### config.mk
export PLATFORM = sky130hd
export DESIGN_NAME = tm1637_hex_multi
export DESIGN_NICKNAME = d
export VERILOG_FILES = /design/src/rtl/tm1637_hex_multi.sv
export SDC_FILE = /design/constraint.sdc
export NUM_CORES = 1
export LEC_CHECK = 0
export BUFFER_PORTS_ARGS = -buffer_cell sky130_fd_sc_hd__buf_4
export CAP_MARGIN = 20
export CORE_ASPECT_RATIO = 1.1
export CORE_MARGIN = 5
export CORE_UTILIZATION = 25
export CTS_CLUSTER_DIAMETER = 40
export DETAILED_ROUTE_END_ITERATION = 10
export SLEW_MARGIN = 20
export SYNTH_ARGS = -nofsm -noshare
export SYNTH_HDL_FRONTEND = slang
export SYNTH_SLANG_ARGS = --single-unit
### constraint.sdc
create_clock -name clk -period 3.04 [get_ports clk]
set_input_delay 0.152 -clock clk [delete_from_list [all_inputs] [get_ports clk]]
set_output_delay 0.152 -clock clk [all_outputs]
set_load 0.01 [all_outputs]
### src/rtl/tm1637_hex_multi.sv
// tm1637_hex_multi: 1..6 digit hex display controller for a TM1637 driver.
// A captured display word is turned into the TM1637 command stream
// (data mode, start address, segment bytes, display control) and handed
// byte by byte to the tm1637 serial byte engine, whose pins pass through.

module tm1637 #(
   parameter int CLK_DIV = 2
) (
   input  logic       clk,
   input  logic       rst,
   input  logic       latch,
   input  logic [7:0] byte_in,
   input  logic       stop_bit,
   output logic       busy,
   output logic       scl_en,
   output logic       scl_out,
   output logic       sda_en,
   output logic       sda_out,
   input  logic       sda_in
);
   typedef enum logic [2:0] {E_IDLE, E_START, E_BIT, E_ACK, E_STOP} estate_t;
   localparam int DW = (CLK_DIV > 1) ? $clog2(CLK_DIV) : 1;

   estate_t       st;
   logic [DW-1:0] div;
   logic [1:0]    ph;
   logic [2:0]    bitn;
   logic [2:0]    tmo;
   logic [7:0]    sh;
   logic          stop_r, in_txn, scl_low, sda_low;
   logic          tick;

   assign tick    = (div == DW'(CLK_DIV - 1));
   assign scl_en  = scl_low;
   assign scl_out = 1'b0;
   assign sda_en  = sda_low;
   assign sda_out = 1'b0;

   // Bit sequencer: each tick moves only one line, so data edges never look like start/stop.
   always_ff @(posedge clk or posedge rst) begin
      if (rst) begin
         st <= E_IDLE; div <= '0; ph <= 2'd0; bitn <= 3'd0; tmo <= 3'd0; sh <= 8'h00;
         stop_r <= 1'b0; in_txn <= 1'b0; scl_low <= 1'b0; sda_low <= 1'b0; busy <= 1'b0;
      end else if (st == E_IDLE) begin
         div <= '0; ph <= 2'd0; bitn <= 3'd0;
         if (latch) begin
            sh <= byte_in; stop_r <= stop_bit; busy <= 1'b1;
            st <= in_txn ? E_BIT : E_START;   // no start inside an open transaction
         end
      end else if (!tick) begin
         div <= div + DW'(1);
      end else begin
         div <= '0;
         case (st)
            E_START: begin
               if (ph == 2'd0) begin sda_low <= 1'b1; ph <= 2'd1; end
               else begin scl_low <= 1'b1; ph <= 2'd0; st <= E_BIT; end
            end
            E_BIT: begin
               case (ph)
                  2'd0: begin sda_low <= ~sh[0]; ph <= 2'd1; end
                  2'd1: begin scl_low <= 1'b0; ph <= 2'd2; end
                  default: begin
                     scl_low <= 1'b1; sh <= {1'b0, sh[7:1]}; ph <= 2'd0; bitn <= bitn + 3'd1;
                     if (bitn == 3'd7) st <= E_ACK;
                  end
               endcase
            end
            E_ACK: begin
               case (ph)
                  2'd0: begin sda_low <= 1'b0; tmo <= 3'd0; ph <= 2'd1; end
                  2'd1: begin scl_low <= 1'b0; ph <= 2'd2; end
                  default: begin
                     // a missing ACK only costs a bounded wait, the frame carries on
                     if (!sda_in || tmo == 3'd7) begin
                        scl_low <= 1'b1; ph <= 2'd0;
                        if (stop_r) st <= E_STOP;
                        else begin in_txn <= 1'b1; busy <= 1'b0; st <= E_IDLE; end
                     end else begin
                        tmo <= tmo + 3'd1;
                     end
                  end
               endcase
            end
            E_STOP: begin
               case (ph)
                  2'd0: begin sda_low <= 1'b1; ph <= 2'd1; end
                  2'd1: begin scl_low <= 1'b0; ph <= 2'd2; end
                  default: begin
                     sda_low <= 1'b0; ph <= 2'd0; in_txn <= 1'b0; busy <= 1'b0; st <= E_IDLE;
                  end
               endcase
            end
            default: st <= E_IDLE;
         endcase
      end
   end
endmodule

module tm1637_hex_multi #(
   parameter int DIGITS     = 4,
   parameter int START_ADDR = 0
) (
   input  logic                clk,
   input  logic                rst_n,
   input  logic                data_latch,
   input  logic [4*DIGITS-1:0] data_in,
   input  logic [DIGITS-1:0]   dp_in,
   input  logic                blank_lz,
   input  logic [2:0]          brightness,
   input  logic                disp_on,
   output logic                busy,
   output logic                done,
   output logic                scl_en,
   output logic                scl_out,
   output logic                sda_en,
   output logic                sda_out,
   input  logic                sda_in
);
   localparam int CW = $clog2(DIGITS) + 1;
   typedef enum logic [2:0] {S_IDLE, S_DATAMODE, S_ADDR, S_DIGIT, S_DISPCTL,
                             S_ISSUE, S_GUARD, S_WAIT} state_t;
   typedef enum logic [1:0] {K_DATAMODE, K_ADDR, K_DIGIT, K_DISPCTL} kind_t;

   state_t              state, state_nxt;
   kind_t               kind;
   logic [CW-1:0]       cnt;
   logic [4*DIGITS-1:0] data_r;
   logic [DIGITS-1:0]   dp_r;
   logic                blank_r, on_r;
   logic [2:0]          bright_r;
   logic [3:0]          nib_r, nib_sel;
   logic                dp_bit_r, blank_bit_r, dp_sel, lz_sel, last_digit;
   logic [DIGITS-1:0]   lz;
   logic [7:0]          tm_byte;
   logic                tm_stop_bit, tm_latch, tm_busy;

   function automatic logic [6:0] hex_to_seg(input logic [3:0] nib);
      case (nib)
         4'h0: hex_to_seg = 7'h3F;  4'h1: hex_to_seg = 7'h06;
         4'h2: hex_to_seg = 7'h5B;  4'h3: hex_to_seg = 7'h4F;
         4'h4: hex_to_seg = 7'h66;  4'h5: hex_to_seg = 7'h6D;
         4'h6: hex_to_seg = 7'h7D;  4'h7: hex_to_seg = 7'h07;
         4'h8: hex_to_seg = 7'h7F;  4'h9: hex_to_seg = 7'h6F;
         4'hA: hex_to_seg = 7'h77;  4'hB: hex_to_seg = 7'h7C;
         4'hC: hex_to_seg = 7'h39;  4'hD: hex_to_seg = 7'h5E;
         4'hE: hex_to_seg = 7'h79;  default: hex_to_seg = 7'h71;
      endcase
   endfunction

   assign last_digit = (cnt == CW'(DIGITS - 1));

   // Leading-zero scan (index 0 = leftmost) and selection of the current digit.
   always_comb begin
      logic run;
      run     = blank_r;
      lz      = '0;
      nib_sel = 4'h0;
      dp_sel  = 1'b0;
      lz_sel  = 1'b0;
      for (int i = 0; i < DIGITS; i++) begin
         run     = run & (data_r[4*(DIGITS-1-i) +: 4] == 4'h0);
         lz[i]   = run & (i != DIGITS - 1);
         nib_sel = (cnt == CW'(i)) ? data_r[4*(DIGITS-1-i) +: 4] : nib_sel;
         dp_sel  = (cnt == CW'(i)) ? dp_r[DIGITS-1-i] : dp_sel;
         lz_sel  = (cnt == CW'(i)) ? lz[i] : lz_sel;
      end
   end

   // Next state plus engine handshake; byte/stop depend on registers only, so they are stable in ISSUE.
   always_comb begin
      state_nxt   = state;
      tm_byte     = 8'h00;
      tm_stop_bit = 1'b0;
      case (kind)
         K_DATAMODE: begin tm_byte = 8'h40; tm_stop_bit = 1'b1; end
         K_ADDR:     begin tm_byte = 8'hC0 | 8'(START_ADDR); tm_stop_bit = 1'b0; end
         K_DIGIT:    begin tm_byte = {dp_bit_r, blank_bit_r ? 7'h00 : hex_to_seg(nib_r)};
                           tm_stop_bit = last_digit; end
         default:    begin tm_byte = {4'b1000, on_r, bright_r}; tm_stop_bit = 1'b1; end
      endcase
      tm_latch = (state == S_ISSUE) && !tm_busy;
      done     = (state == S_WAIT) && (kind == K_DISPCTL) && !tm_busy;
      busy     = (state != S_IDLE) && !done;
      case (state)
         S_IDLE:                                 state_nxt = data_latch ? S_DATAMODE : S_IDLE;
         S_DATAMODE, S_ADDR, S_DIGIT, S_DISPCTL: state_nxt = S_ISSUE;
         S_ISSUE:                                state_nxt = tm_busy ? S_ISSUE : S_GUARD;
         S_GUARD:                                state_nxt = S_WAIT;
         S_WAIT: begin
            if (tm_busy) begin
               state_nxt = S_WAIT;
            end else begin
               case (kind)
                  K_DATAMODE: state_nxt = S_ADDR;
                  K_ADDR:     state_nxt = S_DIGIT;
                  K_DIGIT:    state_nxt = last_digit ? S_DISPCTL : S_DIGIT;
                  default:    state_nxt = S_IDLE;
               endcase
            end
         end
         default: state_nxt = S_IDLE;
      endcase
   end

   // Frame sequencer state register.
   always_ff @(posedge clk or negedge rst_n) begin
      if (!rst_n) state <= S_IDLE;
      else        state <= state_nxt;
   end

   // Capture registers, current byte kind, digit counter and registered glyph input.
   always_ff @(posedge clk or negedge rst_n) begin
      if (!rst_n) begin
         kind <= K_DATAMODE; cnt <= '0; data_r <= '0; dp_r <= '0; blank_r <= 1'b0;
         bright_r <= 3'd0; on_r <= 1'b0; nib_r <= 4'h0; dp_bit_r <= 1'b0; blank_bit_r <= 1'b0;
      end else begin
         case (state)
            S_IDLE: begin
               if (data_latch) begin
                  data_r <= data_in; dp_r <= dp_in; blank_r <= blank_lz;
                  bright_r <= brightness; on_r <= disp_on; cnt <= '0;
               end
            end
            S_DATAMODE: kind <= K_DATAMODE;
            S_ADDR:     kind <= K_ADDR;
            S_DIGIT: begin
               kind <= K_DIGIT; nib_r <= nib_sel; dp_bit_r <= dp_sel; blank_bit_r <= lz_sel;
            end
            S_DISPCTL:  kind <= K_DISPCTL;
            S_WAIT: begin
               if (!tm_busy && kind == K_DIGIT && !last_digit) cnt <= cnt + CW'(1);
            end
            default: begin end
         endcase
      end
   end

   tm1637 u_eng (
      .clk(clk), .rst(~rst_n), .latch(tm_latch), .byte_in(tm_byte), .stop_bit(tm_stop_bit),
      .busy(tm_busy), .scl_en(scl_en), .scl_out(scl_out), .sda_en(sda_en), .sda_out(sda_out),
      .sda_in(sda_in)
   );
endmodule
==> reports/summary.md <==
In the final layout, flip-flops and latches occupy 0.00160 mm2. In this run the tightest slew margin relative to its limit is 46.0%. Dividing the detail-routed via count by the number of cells gives 4.63. Synthesis produced a netlist whose cell count is 384.

For the worst setup path, the data required time is 3250 ps. The count of final max-slew check failures is 0, and the clock network latency to the later pin of the worst-skew pair is 330 ps. The die is 136 um tall.

The number of endpoints with negative hold slack in the final report was 0. The flip-flop and latch count after synthesis was 64; the full die area was 0.0170 mm2. Clock tree synthesis selected as its root buffer the cell sky130_fd_sc_hd__clkbuf_16.

The boundary pin count was 35; the cell count along the critical path was 4. Initial antenna violation count: 0. The most critical setup path has its startpoint at u_eng.st[2]$_DFFE_PN0P_.

Grouping stages by cell kind, the critical path spends the most delay in flip-flops. At the pin with the least slew margin, the transition time is 810 ps. In this run the worst setup path terminates at u_eng.st[0]$_DFFE_PN0P_. After synthesis, the netlist uses 58 different library cells. The tree built by TritonCTS fans out to 64 sinks.

The tools report the setup-violating endpoint count in the final report as 0. Cells fill 30.0% of the core in the end. Summing over every cut layer, the via total after detailed routing is 2783. For the total power of the final layout, the log shows 1.92 mW. In this run the biggest area consumer among cell types represents 44.2% of the synthesized area. The number of iterations in the first detailed-routing pass was 4.

Clock-pin slew reported for the worst setup and hold paths after clock tree synthesis: 50 ps. The run gives 8000 um as the total length of routed wires. Of the cells placed in the final design, the portion with a size suffix greater than 1 is 16.4%. The logs give 2 for the number of buffers between clock root and the deepest sink and 17.8% for the global-route track usage on met2. The number of enable-type register cells in the synthesized netlist was 0; the final estimated routing congestion in global placement was 0.810. The sequential-to-total area share from yosys stat is 44.2%. During synthesis, Yosys emitted a total of 0 warnings.

IR analysis of the VDD net gives a maximum drop of 0.000342 V. The run finished with clean final reports. For this run, the post-layout net count is 448.

Traced cell by cell, the critical path runs through or3_1 -> nand2_1 -> a221o_1 -> mux2_1. The run gives 2957 as the via count of the first global-routing pass. For the worst setup path, the data arrival time is 2280 ps. Input and output buffers added on the ports amount to 32.

The most used flip-flop cell after synthesis was sky130_fd_sc_hd__dfrtp_1. Biggest fanout along the worst timing path: 15. The mean instance size in the synthesized netlist works out to 9.43 um2. In this run the critical register-to-register path is launched from u_eng.st[2]$_DFFE_PN0P_. Global routing consumed, on the met3 layer, 3.81% of the routing resources. Slack of the worst reg-to-reg path: 970 ps. Class of the most critical hold timing path: input port to flop. Synthesis-to-layout area growth: 18.5%.

The final clock period utilization by the worst path came out at 68.2%. The area of the placeable core came out at 0.0143 mm2. Summing all multi-input logic gate instances after layout gives 0.00185 mm2.

Across the run, the number of max-cap violations was 0. The met1 usage in global routing is 11.6%, and the number of fill cells is 1504. Sorting the synthesized cells by area gives the leading types as sky130_fd_sc_hd__dfrtp_1, sky130_fd_sc_hd__nand2_1, sky130_fd_sc_hd__ha_1, sky130_fd_sc_hd__mux2_1, sky130_fd_sc_hd__mux2_2.

The post-cts gate resize count is 0, and the antenna diode count is 0. Power spread over the standard cell area amounts to 446 mW/mm2. The pin count of the biggest net entering global routing was 65; the initial detailed-routing violation count was 145. sky130_fd_sc_hd__dfrtp_1 takes more of the synthesized area than any other cell.

The tools report the number of remaining DRC errors as 0. Setup repair after global routing left no endpoint under its margin. For the final database, setup skew stands at 4.58 ps. The first global-routing pass estimated 14200 um of wire. For this run, the slowest stage of the critical path takes 600 ps.

Length in cells of the worst reg-to-reg path: 4. Based on the critical path, the design can be clocked at up to 0.482 GHz. Kind of critical path: flop to flop. The post-route antenna net violation count came out at 0. For the leakage power total, the log shows 2.02 nW. The tools report the sort of element at the end of the critical path as a flop.

The average wire length per cell after detail routing was 13.3 um; the width of the die was 125 um. In the synthesized netlist the async set-or-reset flop fraction comes to 100%. Once detailed placement completed, the half-perimeter wirelength came to 5760 um. For the number of buffers created by CTS, the log shows 9. For this run the aggregate overflow at the end of global routing stands at 0.

The endpoint identified for the worst register-to-register timing path is u_eng.st[0]$_DFFE_PN0P_. Summing every instance area after synthesis gives 0.00362 mm2. The run gives 0 ps as the total negative setup slack. Combined buffer and inverter count along the critical path: 0. The effective utilization at floorplan was 25.3%; the minimum period implied by the final worst setup slack was 2070 ps. Category of the worst setup path launch point: a flop.

The tools report the launch point of the worst hold path as blank_lz. For the global routing usage summed across all routing layers, the log shows 10.1%. Row generation in the floorplan step produced 46 rows. For the maximum level of the CTS H-tree, the log shows 3. TritonCTS built the clock tree. The library cell contributing the largest single delay on the critical path is sky130_fd_sc_hd__dfrtp_1. The layer carrying the most global-route usage is met2.
cell families (layout without fill, tap and decap cells):
kind of cell    Yosys count  after routing  share of synthesized area (%)
compound gates           88             88                           16.5
flops                    64             64                           44.2
buf+inv                  38             62                           4.80
xor+xnor                  1              1                          0.242
simple gates            145            145                           19.1
mux                      32             32                           9.78
other cells               1              2                          0.104
fa+ha+maj                15             15                           5.18
worst reg2reg max path, stage by stage (launching register included):
cell	delay [ps]
sky130_fd_sc_hd__dfrtp_1	600
sky130_fd_sc_hd__or3_1	430
sky130_fd_sc_hd__nand2_1	160
sky130_fd_sc_hd__a221o_1	420
sky130_fd_sc_hd__mux2_1	340
flip-flops by register name (all words and copies together), names as in the netlist, 4 cells and up:
signal    count
dp_r          4
data_r       16
nib_r         4
u_eng.sh      8
Yosys cell counts, drive strengths merged, types with 4 or more instances:
cell / number
o21ai: 25
nand3: 4
mux2i: 5
inv: 12
nor2b: 10
nor3: 6
a31oi: 7
and3: 5
nand2: 75
nand3b: 4
a22o: 4
mux2: 27
buf: 10
ha: 15
o2bb2ai: 4
nor2: 24
clkbuf: 16
a21oi: 13
dfrtp: 64
o221ai: 6
worst min path at each step:
stage                               end  depth (start not counted)
4_1_cts             blank_r$_DFFE_PN0P_                          3
3_3_place_gp   u_eng.tmo[2]$_DFFE_PN0P_                          1
3_5_place_dp   u_eng.tmo[2]$_DFFE_PN0P_                          1
5_1_grt         bright_r[1]$_DFFE_PN0P_                          3
2_1_floorplan   blank_bit_r$_DFFE_PN0N_                          0
6_report            blank_r$_DFFE_PN0P_                          3
placed cells by master, fill, tap and decap left out, types with 3 or more instances in the layout:
cell and count:
sky130_fd_sc_hd__nand2_1 74, sky130_fd_sc_hd__dfrtp_1 64, sky130_fd_sc_hd__buf_4 33, sky130_fd_sc_hd__nor2_1 24, sky130_fd_sc_hd__o21ai_0 17, sky130_fd_sc_hd__ha_1 15, sky130_fd_sc_hd__mux2_1 14, sky130_fd_sc_hd__a21oi_1 13
sky130_fd_sc_hd__mux2_2 13, sky130_fd_sc_hd__inv_1 12, sky130_fd_sc_hd__nor2b_1 10, sky130_fd_sc_hd__clkbuf_16 9, sky130_fd_sc_hd__o21ai_1 8, sky130_fd_sc_hd__a31oi_1 7, sky130_fd_sc_hd__o221ai_1 6, sky130_fd_sc_hd__and3_1 5
sky130_fd_sc_hd__mux2i_1 5, sky130_fd_sc_hd__nand3b_1 4, sky130_fd_sc_hd__nand3_1 4, sky130_fd_sc_hd__a22o_1 4, sky130_fd_sc_hd__o2bb2ai_1 4, sky130_fd_sc_hd__nor3_1 4, sky130_fd_sc_hd__or3b_1 3, sky130_fd_sc_hd__a21o_1 3
sky130_fd_sc_hd__nand2b_1 3, sky130_fd_sc_hd__clkinvlp_4 3
area by class of cell:
type                            count  share of cell area (%)
Multi-Input combinational cell    283                    43.1
Clock inverter                      6                    1.63
Sequential cell                    64                    37.3
Clock buffer                       10                    5.33
Tap cell                          192                    5.59
Inverter                           12                    1.05
Timing Repair Buffer               34                    6.00
per-stage QoR:
step,instances,setup WS [ps],cell area [um2],hold WS [ps]
finish,601,966,4290,11.0
detailed placement,584,978,3990,305
floorplan,385,1260,3630,-144
global route,601,815,4290,14.9
global placement,584,1080,3990,293
CTS,601,982,4290,0.672
repair_timing:
| action | CTS | global route |
|---|---|---|
| buffers inserted | 0 | 0 |
| hold endpoints to repair | 64 | 0 |
| hold buffers | 1 | 0 |
per-layer routing:
metal  share of wire (%)  vias up  wire, um
met2                  51       48      4080
met1                  43     1332      3450
li1                    -     1393         -
met5                   0        -         0
met3                 4.5       10       359
met4                 1.4        0       110
where the power goes:
part | internal, mW | total, mW | leakage [nW] | switching, mW
clock network | 0.636 | 1.02 | 0.135 | 0.381
registers | 0.852 | 0.852 | 0.868 | 0
logic | 0.0236 | 0.0465 | 1.02 | 0.0229
Note: power is estimated with default switching activity, not from simulation.
